<file path="src/rtl/cache_mem_arbiter.sv">
// Two-requester round-robin arbiter for a single-outstanding cache line fill port.
// Includes a BUSY watchdog that aborts a fill and raises a sticky timeout flag.
module cache_mem_arbiter #(
  parameter int LineSize      = 128,
  parameter int TimeoutCycles = 255
) (
  input  logic                clk_i,
  input  logic                rstn_i,
  input  logic [31:0]         c0_mem_addr_i,
  input  logic                c0_mem_read_en_i,
  output logic                c0_mem_read_valid_o,
  output logic [LineSize-1:0] c0_mem_read_data_o,
  input  logic [31:0]         c1_mem_addr_i,
  input  logic                c1_mem_read_en_i,
  output logic                c1_mem_read_valid_o,
  output logic [LineSize-1:0] c1_mem_read_data_o,
  output logic [31:0]         mem_addr_o,
  output logic                mem_read_en_o,
  input  logic                mem_read_valid_i,
  input  logic [LineSize-1:0] mem_read_data_i,
  output logic                timeout_err_o
);

  localparam int CntW = ($clog2(TimeoutCycles + 1) > 8) ? $clog2(TimeoutCycles + 1) : 8;
  // cnt_q holds the number of BUSY cycles already elapsed, so the last allowed one sees TimeoutCycles-1.
  localparam logic [CntW-1:0] CntLast = CntW'(TimeoutCycles - 1);

  typedef enum logic [0:0] {
    IDLE = 1'b0,
    BUSY = 1'b1
  } state_e;

  state_e          state_q, state_d;
  logic            grant_q, grant_d;          // 1'b0 = requester 0, 1'b1 = requester 1
  logic            last_grant_q, last_grant_d;
  logic [31:0]     addr_q, addr_d;
  logic [CntW-1:0] cnt_q, cnt_d;
  logic            err_q, err_d;
  logic            read_en_q, read_en_d;
  logic            sel;
  logic            fill_done;

  assign fill_done = (state_q == BUSY) && mem_read_valid_i;

  always_comb begin
    state_d      = state_q;
    grant_d      = grant_q;
    last_grant_d = last_grant_q;
    addr_d       = addr_q;
    cnt_d        = cnt_q;
    err_d        = err_q;
    read_en_d    = read_en_q;
    sel          = 1'b0;

    if (c0_mem_read_en_i && c1_mem_read_en_i) begin
      sel = ~last_grant_q;
    end else if (c1_mem_read_en_i) begin
      sel = 1'b1;
    end else begin
      sel = 1'b0;
    end

    case (state_q)
      IDLE: begin
        if (c0_mem_read_en_i || c1_mem_read_en_i) begin
          state_d   = BUSY;
          grant_d   = sel;
          addr_d    = (sel ? c1_mem_addr_i : c0_mem_addr_i) & 32'hFFFF_FFF0;
          cnt_d     = '0;
          read_en_d = 1'b1;
        end else begin
          read_en_d = 1'b0;
        end
      end
      BUSY: begin
        // A data beat in the last watchdog cycle still counts as a normal completion.
        if (mem_read_valid_i) begin
          state_d      = IDLE;
          last_grant_d = grant_q;
          cnt_d        = '0;
          read_en_d    = 1'b0;
        end else if (cnt_q == CntLast) begin
          state_d      = IDLE;
          last_grant_d = grant_q;
          err_d        = 1'b1;
          cnt_d        = '0;
          read_en_d    = 1'b0;
        end else begin
          cnt_d = cnt_q + CntW'(1);
        end
      end
      default: begin
        state_d   = IDLE;
        read_en_d = 1'b0;
      end
    endcase
  end

  always_ff @(posedge clk_i or negedge rstn_i) begin
    if (!rstn_i) begin
      state_q      <= IDLE;
      grant_q      <= 1'b0;
      last_grant_q <= 1'b1;
      addr_q       <= 32'h0000_0000;
      cnt_q        <= '0;
      err_q        <= 1'b0;
      read_en_q    <= 1'b0;
    end else begin
      state_q      <= state_d;
      grant_q      <= grant_d;
      last_grant_q <= last_grant_d;
      addr_q       <= addr_d;
      cnt_q        <= cnt_d;
      err_q        <= err_d;
      read_en_q    <= read_en_d;
    end
  end

  assign mem_addr_o          = addr_q;
  assign mem_read_en_o       = read_en_q;
  assign timeout_err_o       = err_q;
  assign c0_mem_read_valid_o = fill_done && (grant_q == 1'b0);
  assign c1_mem_read_valid_o = fill_done && (grant_q == 1'b1);
  assign c0_mem_read_data_o  = mem_read_data_i;
  assign c1_mem_read_data_o  = mem_read_data_i;

endmodule

</file>
<file path="config.mk">
export PLATFORM = sky130hd
export DESIGN_NAME = cache_mem_arbiter
export DESIGN_NICKNAME = d
export VERILOG_FILES = /design/src/rtl/cache_mem_arbiter.sv
export SDC_FILE = /design/constraint.sdc
export NUM_CORES = 1
export LEC_CHECK = 0
export BUFFER_PORTS_ARGS = -buffer_cell sky130_fd_sc_hd__buf_2
export CORE_AREA = 4 4 189 191
export CTS_CLUSTER_SIZE = 24
export DETAILED_ROUTE_END_ITERATION = 10
export DIE_AREA = 0 0 193 195
export PLACE_DENSITY = 0.39
export RECOVER_POWER = 100
export SLEW_MARGIN = 20
export SYNTH_ARGS = -nofsm -noshare
export SYNTH_HDL_FRONTEND = slang
export SYNTH_SLANG_ARGS = --single-unit
</file>
<file path="constraint.sdc">
create_clock -name clk_i -period 1.3 [get_ports clk_i]
set_input_delay 0.26 -clock clk_i [delete_from_list [all_inputs] [get_ports clk_i]]
set_output_delay 0.26 -clock clk_i [all_outputs]
set_load 0.005 [all_outputs]
</file>
* After elaboration in Yosys (flattened, before gate mapping)
Cells that the tools add are included.
** Word-level totals
- Register bits :: 41
- Input port bits :: 197
- Output and inout bits :: 292
- Logic and storage cells :: 40
** Operators by class
- $add $sub $neg :: 1
- Equality and inequality tests :: 3
- Multiplexer cells :: 16
- Bitwise operators :: 4
- Reduce and logical (&&, ||, !) cells :: 9
** Operator list (number)
- 2-to-1 mux 32 bit :: 1
- 2-to-1 mux 8 bit :: 3
- case mux 8 bit (2 select lines) :: 1
- 2-to-1 mux 1 bit :: 9
- adder 8 x 1 -> 8 bit, second input constant :: 1
- equality test 8 bit, second input constant :: 1
- logical AND 1 bit :: 4
- inverter 1 bit :: 4
- case mux 1 bit (2 select lines) :: 2
- AND reduction 2 bit :: 2
- != test 3 x 2 -> 1 bit, second input constant :: 1
- AND reduction 3 bit :: 1
- != test 2 bit, second input constant :: 1
- nonzero test 2 bit :: 1
- logical OR 1 bit :: 1

* Longest topological paths before layout
Gate-level depths: netlist of the first run.
- Depth after elaboration :: 4
- Depth in mapped cells :: 6
- Mapped depth without buffers :: 5

* Least setup slack after synthesis of the first run
OpenSTA, ideal clock, no wires.
- Kind :: register to register
- Start :: register cnt_q[0]
- End :: register last_grant_q
- Library setup time :: 82 ps
- Arrival :: 1275 ps
- Required time :: 1218 ps
- Path slack :: -57 ps
- Stages on the path, launching flop included :: 6
- Path buffers :: 0
- Clock period less this slack :: 1357 ps
- Cells stage by stage :: dfrtp_1 > inv_1 > ha_1 > nand3_1 > o31ai_1 > mux2_2
** Between the ends
- Word-level cells in the longest chain between the ends :: 3
** RTL lines
- start: declaration :: line 37 : logic [CntW-1:0] cnt_q, cnt_d;
- start signal: assignment :: line 113 : cnt_q <= cnt_d;
- equality test 8 bit :: line 82 : end else if (cnt_q == CntLast) begin
- nonzero test 2 bit (no source line)
- AND reduction 2 bit (no source line)
- end signal: assignment :: line 111 : last_grant_q <= last_grant_d;
- end: declaration :: line 35 : logic last_grant_q, last_grant_d;
Every way passes these cells.
A chain may end at the register's enable or synchronous reset.

* Final worst setup path of the first run
- Start :: register last_grant_q
- End :: register addr_q[12], in the netlist mem_addr_o[12]
** Between the ends
- Word-level cells in the longest chain between the ends :: 3
** RTL lines
- inverter 1 bit :: line 56 : sel = ~last_grant_q;
- 2-to-1 mux 1 bit :: line 55 : if (c0_mem_read_en_i && c1_mem_read_en_i) begin
- 2-to-1 mux 32 bit :: line 68 : addr_d = (sel ? c1_mem_addr_i : c0_mem_addr_i) & 32'hFFFF_FFF0;
- end signal: assignment :: line 112 : addr_q <= addr_d;
- end: declaration :: line 36 : logic [31:0] addr_q, addr_d;
Every way passes these cells.

==> results of run 1 <==
==> flip-flops by register name, indices dropped and copies added, names as in the netlist <==
name and flops:
cnt_q 8, last_grant_q 1, mem_addr_o 28, timeout_err_o 1, state_q 1, mem_read_en_o 1
grant_q 1
==> kinds of logic after synthesis <==
logic type	count (synthesis)	synth area share
buffers and inverters	275	0.520
AOI/OAI and AO/OA	51	0.0752
adders and majority gates	2	0.00637
muxes	29	0.0742
and+or+nand+nor	50	0.0596
DFF	41	0.262
other	1	0.000955
xor gates and xnor gates	1	0.00223
==> synthesized netlist by cell type <==
cell	instances	share of area
o21ai_1	10	0.013
inv_1	4	0.0038
a21boi_2	1	0.0029
nand2_1	33	0.032
xnor2_1	1	0.0022
buf_4	261	0.50
buf_2	5	0.0064
o21ai_0	27	0.034
nand3_1	3	0.0038
ha_1	2	0.0064
o31ai_2	1	0.0032
buf_6	1	0.0029
nor3_1	1	0.0013
and3_1	1	0.0016
o311ai_1	1	0.0022
a22oi_1	5	0.0096
nor2_1	3	0.0029
a21oi_1	2	0.0025
or3_1	5	0.0080
mux2_2	1	0.0029
clkbuf_1	3	0.0029
dfstp_2	1	0.0067
o21bai_1	1	0.0019
nand4_4	1	0.0054
buf_12	1	0.0051
or4_1	1	0.0019
a21o_1	1	0.0019
mux2i_1	28	0.071
o31ai_1	2	0.0038
conb_1	1	0.00095
dfrtp_1	40	0.25
nor2b_1	2	0.0032
==> how the worst max path moves through the flow <==
stage	from	end	slack, ns
4_1_cts	state_q	c0_mem_read_valid_o	-0.13
3_3_place_gp	cnt_q[0]	cnt_q[6]	-0.25
3_5_place_dp	cnt_q[0]	cnt_q[5]	-0.29
6_report	last_grant_q	mem_addr_o[12]	-0.10
5_1_grt	cnt_q[0]	cnt_q[7]	-0.17
2_1_floorplan	cnt_q[0]	last_grant_q	-0.01
==> cell type report <==
cell class / instances / area share
clock inverter: 3 / 0.00480
clock buffer: 5 / 0.0343
multi-input combinational: 137 / 0.295
sequential: 41 / 0.282
inverter: 4 / 0.00411
timing repair buffer: 124 / 0.224
tap: 455 / 0.156
==> worst max-delay path: stages, from the launching register on <==
cell and delay (ns):
dfstp_2 0.57, a21boi_4 0.08, buf_6 0.12, buf_12 0.14, buf_12 0.13, mux2i_1 0.14
o21ai_1 0.07
==> per-layer routing <==
metal  part of all wire  up-vias
li1                   -      915
met1               0.28      889
met2               0.44      171
met3               0.14      140
met4               0.14        0
met5                  0        -
==> layout by cell type, fill, tap and decap left out, types with 2 or more instances in the layout <==
cell type and n:
a22oi_1 3, a22oi_2 2, buf_12 4, buf_2 70
buf_4 15, buf_6 9, clkbuf_1 21, clkbuf_16 7
clkinv_2 2, conb_1 4, dfrtp_1 39, ha_4 2
inv_1 3, mux2i_1 24, mux2i_4 3, nand2_1 32
nor2_1 2, o21ai_0 6, o21ai_1 30, o31ai_4 2
or3_1 4
==> power by group through the flow <==
stage               clock network, mW  logic, mW  registers, mW
global placement                    0       1.06           1.70
floorplan                           0       1.09           1.70
global route                     1.57       1.38           1.72
CTS                              1.54       1.14           1.68
finish                           1.38       1.24           1.69
detailed placement                  0       1.08           1.69
==> through the flow <==
| stage | instances | setup TNS, ns |
|---|---|---|
| final | 769 | -0.996 |
| after global routing | 769 | -3.04 |
| after CTS | 763 | -0.788 |
| after detailed placement | 751 | -2.45 |
| after global placement | 751 | -2.37 |
| after floorplan | 453 | -0.0390 |
==> repair_timing <==
item | CTS | global route
setup endpoints to repair | 19 | 34
pin swaps | 7 | 10
hold endpoints to repair | 40 | 0
hold buffers | 1 | 0
gates cloned | 0 | 2
resized for setup | 25 | 40
buffers inserted | 4 | 5
==> impl_metrics.tcl, run 1 <==
set metrics [dict create \
    combinationalPowerShare 0.288 \
    start_kind "flip-flop" \
    rsz0062_at_grt "true" \
    drt_iter0_markers 89 \
    arrival_ns 1.61 \
    grt_pass1_wl_um 15300 \
    outcome "finished with violations" \
    post-route-period-util 1.08 \
    fin_area_um2 3650 \
    worst_slack_ns -0.103 \
    finalMaxSlewViolations 0 \
    period_needed_ns 1.40 \
    required_ns 1.50 \
    diodes 0 \
    synthesis.area_um2 3930 \
    vias 2115 \
    globalRouteMet2Util 0.0826 \
    reg2reg_from "last_grant_q" \
    via_per_inst 2.75 \
    hold_ws_ns 0.212 \
    overflow 0 \
    critPathKind "reg -> reg" \
    path_clk_slew_ns 0.07 \
    cp_max_fo 11 \
    reg2reg_slack_ns -0.10 \
    cts_tree "done" \
    ys_warn_count 0 \
    p_sw_mw 1.42 \
    drcViolationCount 0 \
    start_util 0.115 \
    p_clk_frac 0.319 \
    n_fill_cell 3936 \
    rr_endpoint "mem_addr_o[12]" \
    setup.worst_path.end_class "flip-flop" \
    power_density_nw_per_um2 1180 \
    regArea_um2 1030 \
    maxCapViolations 0 \
    hold_depth 3 \
    drive_gt1_frac 0.439 \
    syn_inst 450 \
    p_leak_nw 1.50 \
    clockBufferDepth 2 \
    wl_per_cell_um 15.5 \
    postPlaceCellArea_um2 3210 \
    hold_class "in -> reg" \
    clock.fmax_mhz 713 \
    sw_frac_of_total 0.331 \
    die_y_um 195 \
    cts.sinks 41 \
    skew_ns 0.00806 \
    globalplace.congestion 0.655 \
    internal_power_mw 2.88 \
    holdPathEnd "mem_addr_o[11]" \
    grt_pass1_vias 2173 \
    die_w_um 193 \
    htreeDepth 2 \
    grt_usage 0.0592 \
    hpwlAfterDp_um 8700 \
    syn2layout_area_growth_pct -7.07 \
    io_pins 489 \
    yosysSeqAreaShare 0.262 \
    grt_use_met1 0.0467 \
    r2r_cells 6 \
    ys_seq_elements 41 \
    rows 68 \
    multi_input_area_um2 1080 \
    utilization 0.107 \
    hold_start "c0_mem_addr_i[11]" \
    avgSynthCellArea_um2 8.73 \
    hold_viol 0 \
    worst_pin_slew_ns 0.690 \
    grt_antenna_before_repair 0 \
    seqPwrFrac 0.392 \
    violations "negative setup slack" \
    clock_latency_ns 0.32 \
    antenna_left 0 \
    grt_max_degree 42 \
    grt-busiest-layer "met4" \
    yosysUniqueCellTypes 32 \
    cts_root_buf "clkbuf_16" \
    core_area_um2 34100 \
    nNetsFinal 512 \
    numCtsBuffers 5 \
    drtPass1Iterations 4 \
    setup_viol 24 \
    vdd_drop_max_v 0.000433 \
    io_buffers 92 \
    relSlewSlack 0.540 \
    wl_um 11900 \
    die-area_um2 37600 \
    power_mw 4.31 \
    use_met3 0.0359 \
    dpl_worst_slack_ns -0.289 \
]
(Power assumes the default switching activity.)
==> run 2, diff against run 1 <==
--- a/config.mk
+++ b/config.mk
@@ -5,11 +5,12 @@
 export SDC_FILE = /design/constraint.sdc
 export NUM_CORES = 1
 export LEC_CHECK = 0
+export ABC_AREA = 1
 export BUFFER_PORTS_ARGS = -buffer_cell sky130_fd_sc_hd__buf_2
-export CORE_AREA = 4 4 189 191
+export CORE_AREA = 4 4 190 192
 export CTS_CLUSTER_SIZE = 24
 export DETAILED_ROUTE_END_ITERATION = 10
-export DIE_AREA = 0 0 193 195
+export DIE_AREA = 0 0 194 196
 export PLACE_DENSITY = 0.39
 export RECOVER_POWER = 100
 export SLEW_MARGIN = 20
==> run 2 against run 1 <==
Effect of this change:
- the flow still finishes with violations (negative setup slack)
- global-route usage fell by 0.095 points
- cell area rose by 1.5%
- sequential power rose by 17%
- area after synthesis rose by 0.48%
- sequential cell count did not move
- clock power rose by 9%
- fmax rose by 6.7%
- combinational power rose by 74%
- die area rose by 1.0%
- critical path type is now reg -> out
- critical endpoint is now c0_mem_read_valid_o
- largest power group is now combinational cells
==> impl_metrics.tcl, run 2 <==
set metrics [dict create \
    core_area_um2 34400 \
    rr_endpoint "mem_addr_o[23]" \
    relSlewSlack 0.574 \
    vias 2396 \
    worstPathCellList "buf_6 -> nand2_4 -> nor2_2 -> buf_2" \
    rsz0062_at_grt "true" \
    ys_seq_elements 41 \
    ys_warn_count 0 \
    post-route-period-util 1.01 \
    hold_ws_ns 0.211 \
    synthTopCellsByArea "buf_4 50%, dfrtp_1 25%, nand2_1 5.0%, o21ai_0 4.7%, nor2_1 3.9%" \
    final_cell_mix "74 x buf_2, 44 x nand2_1, 40 x dfrtp_1" \
    start_kind "flip-flop" \
    clock_latency_ns 0.30 \
    via_per_inst 2.91 \
    syn_inst 504 \
    diodes 0 \
    synth_enable_flop_cells 0 \
    hold_start "c1_mem_addr_i[7]" \
    r2r_cells 6 \
    finalMaxSlewViolations 0 \
    critPathKind "reg -> out" \
    synthesis.area_um2 3950 \
    reg2reg_slack_ns 0 \
    worst_slack_ns -0.0156 \
    largest_register_ffs 28 \
    numCtsBuffers 5 \
    io_buffers 92 \
    die_w_um 194 \
    clockBufferDepth 2 \
    dp.cells 805 \
    nNetsFinal 565 \
    drt_iter0_markers 69 \
    path_clk_slew_ns 0.07 \
    io_pins 489 \
    grt_usage 0.0583 \
    ys_top_cells_by_count "263 x buf_4, 53 x nand2_1, 41 x nor2_1, 40 x dfrtp_1, 37 x o21ai_0" \
    worst_pin_slew_ns 0.640 \
    drcViolationCount 0 \
    power_density_nw_per_um2 1520 \
    arrival_ns 1.06 \
    synth.most_common_cell "buf_4" \
    drtPass1Iterations 4 \
    slowest_delay_ns 0.39 \
    finalSetupTns_ns -0.0225 \
    syn2layout_area_growth_pct -6.12 \
    path_buf_inv 2 \
    globalplace.congestion 0.659 \
    synth_ff_type "dfrtp_1" \
    n_fill_cell 4062 \
    avgSynthCellArea_um2 7.83 \
    hold_class "in -> reg" \
    vdd_drop_max_v 0.000381 \
    setup.worst_path.end_class "output port" \
    hpwlAfterDp_um 8920 \
    cts_root_buf "clkbuf_16" \
    period_needed_ns 1.32 \
    maxCapViolations 0 \
    htreeDepth 2 \
    rows 68 \
    hold_viol 0 \
    cts_tree "done" \
    async_flop_share 1.00 \
    yosysSeqAreaShare 0.260 \
    clock.fmax_mhz 760 \
    stdcell_count 822 \
    die-area_um2 38000 \
    outcome "finished with violations" \
    wl_um 12300 \
    cts.sinks 41 \
    dpl_worst_slack_ns -0.112 \
    power_mw 5.64 \
    p_leak_nw 1.55 \
    critical_path.top_delay_family "flip-flops" \
    yosys.area.top_type "buf_4" \
    hold_depth 3 \
    wl_per_cell_um 15.0 \
    antenna_left 0 \
    die_y_um 196 \
    holdPathEnd "mem_addr_o[7]" \
    drive_gt1_frac 0.493 \
    grt_pass1_wl_um 16500 \
    skew_ns 0.00886 \
    mostFrequentLayoutCell "buf_2" \
    yosysUniqueCellTypes 23 \
    setup_viol 3 \
    overflow 0 \
    grt_pass1_vias 2512 \
    violations "negative setup slack" \
    worst-path-stages 4 \
    grt_antenna_before_repair 0 \
    required_ns 1.04 \
    synth_top_cell_area_share 0.500 \
    reg2reg_from "last_grant_q" \
    grt_max_degree 42 \
    start_util 0.115 \
    cp_max_fo 3 \
    worst_path_max_delay_cell "dfrtp_1" \
]
run 2: cell types whose count changed in the layout (fill, tap and decap cells not counted), sizes merged, moves of 3 or more:
cell,previous run,this run
or3,5,0
o21ai,37,59
nand4,1,4
mux2i,28,0
nand2,33,57
inv,4,13
o31ai,3,0
buf,99,102
nand3,3,6
nor2,3,44
a22oi,5,0
run 2: how the worst max path moves through the flow:
stage / from / to / slack [ns]
6_report: state_q / c0_mem_read_valid_o / -0.02
5_1_grt: state_q / c1_mem_read_valid_o / -0.07
4_1_cts: state_q / c1_mem_read_valid_o / -0.08
3_5_place_dp: last_grant_q / mem_addr_o[27] / -0.11
3_3_place_gp: last_grant_q / mem_addr_o[4] / -0.14
2_1_floorplan: cnt_q[0] / cnt_q[3] / 0.06
run 2: layout make-up:
| cell class | count | area, µm² | area share |
|---|---|---|---|
| clock buffer | 5 | 125 | 0.0338 |
| clock inverter | 3 | 46.3 | 0.0125 |
| inverter | 13 | 58.8 | 0.0159 |
| multi-input combinational | 180 | 1040 | 0.281 |
| sequential | 41 | 1030 | 0.277 |
| tap | 455 | 569 | 0.154 |
| timing repair buffer | 125 | 837 | 0.226 |
run 2: where the power goes:
| part | total [mW] | internal, mW | leakage, nW | switching, mW |
|---|---|---|---|---|
| Combinational | 2.16 | 0.998 | 0.961 | 1.16 |
| Clock | 1.51 | 0.912 | 0.0800 | 0.603 |
| Sequential | 1.97 | 1.72 | 0.509 | 0.255 |
| Total | 5.64 | 3.63 | 1.55 | 2.02 |
run 2: repair_timing:
item,4_1_cts,5_1_grt
resized for setup,67,50
pin swaps,3,20
setup endpoints to repair,39,41
hold buffers,1,0
endpoints found under the hold margin,40,0
cloned,1,3
buffers inserted,2,2
run 2: layer usage:
metal	vias to the layer above	routed length, µm	global-route usage
li1	1030	-	-
met1	1017	4000	0.0530
met4	2	1120	0.0560
met2	218	5580	0.0894
met3	129	1560	0.0335
met5	-	56	0.0115
run 2: cell families after synthesis:
group | Yosys count | synth area share
compound gates | 62 | 0.0802
xor+xnor | 1 | 0.00222
fa+ha+maj | 2 | 0.00634
buf+inv | 286 | 0.534
flops | 41 | 0.260
other cells | 1 | 0.000950
simple gates | 111 | 0.116
run 2: through the flow:
step | area, µm² | util
2_1_floorplan | 3960 | -
5_1_grt | 3700 | 0.108
3_5_place_dp | 3160 | 0.0919
6_report | 3700 | 0.108
3_3_place_gp | 3160 | 0.0919
4_1_cts | 3510 | 0.102
run 2: worst min-delay path: cells and delay by family:
family          cells  cell delay [ns]
compound gates      1             0.10
buf+inv             1             0.08
simple gates        1             0.03
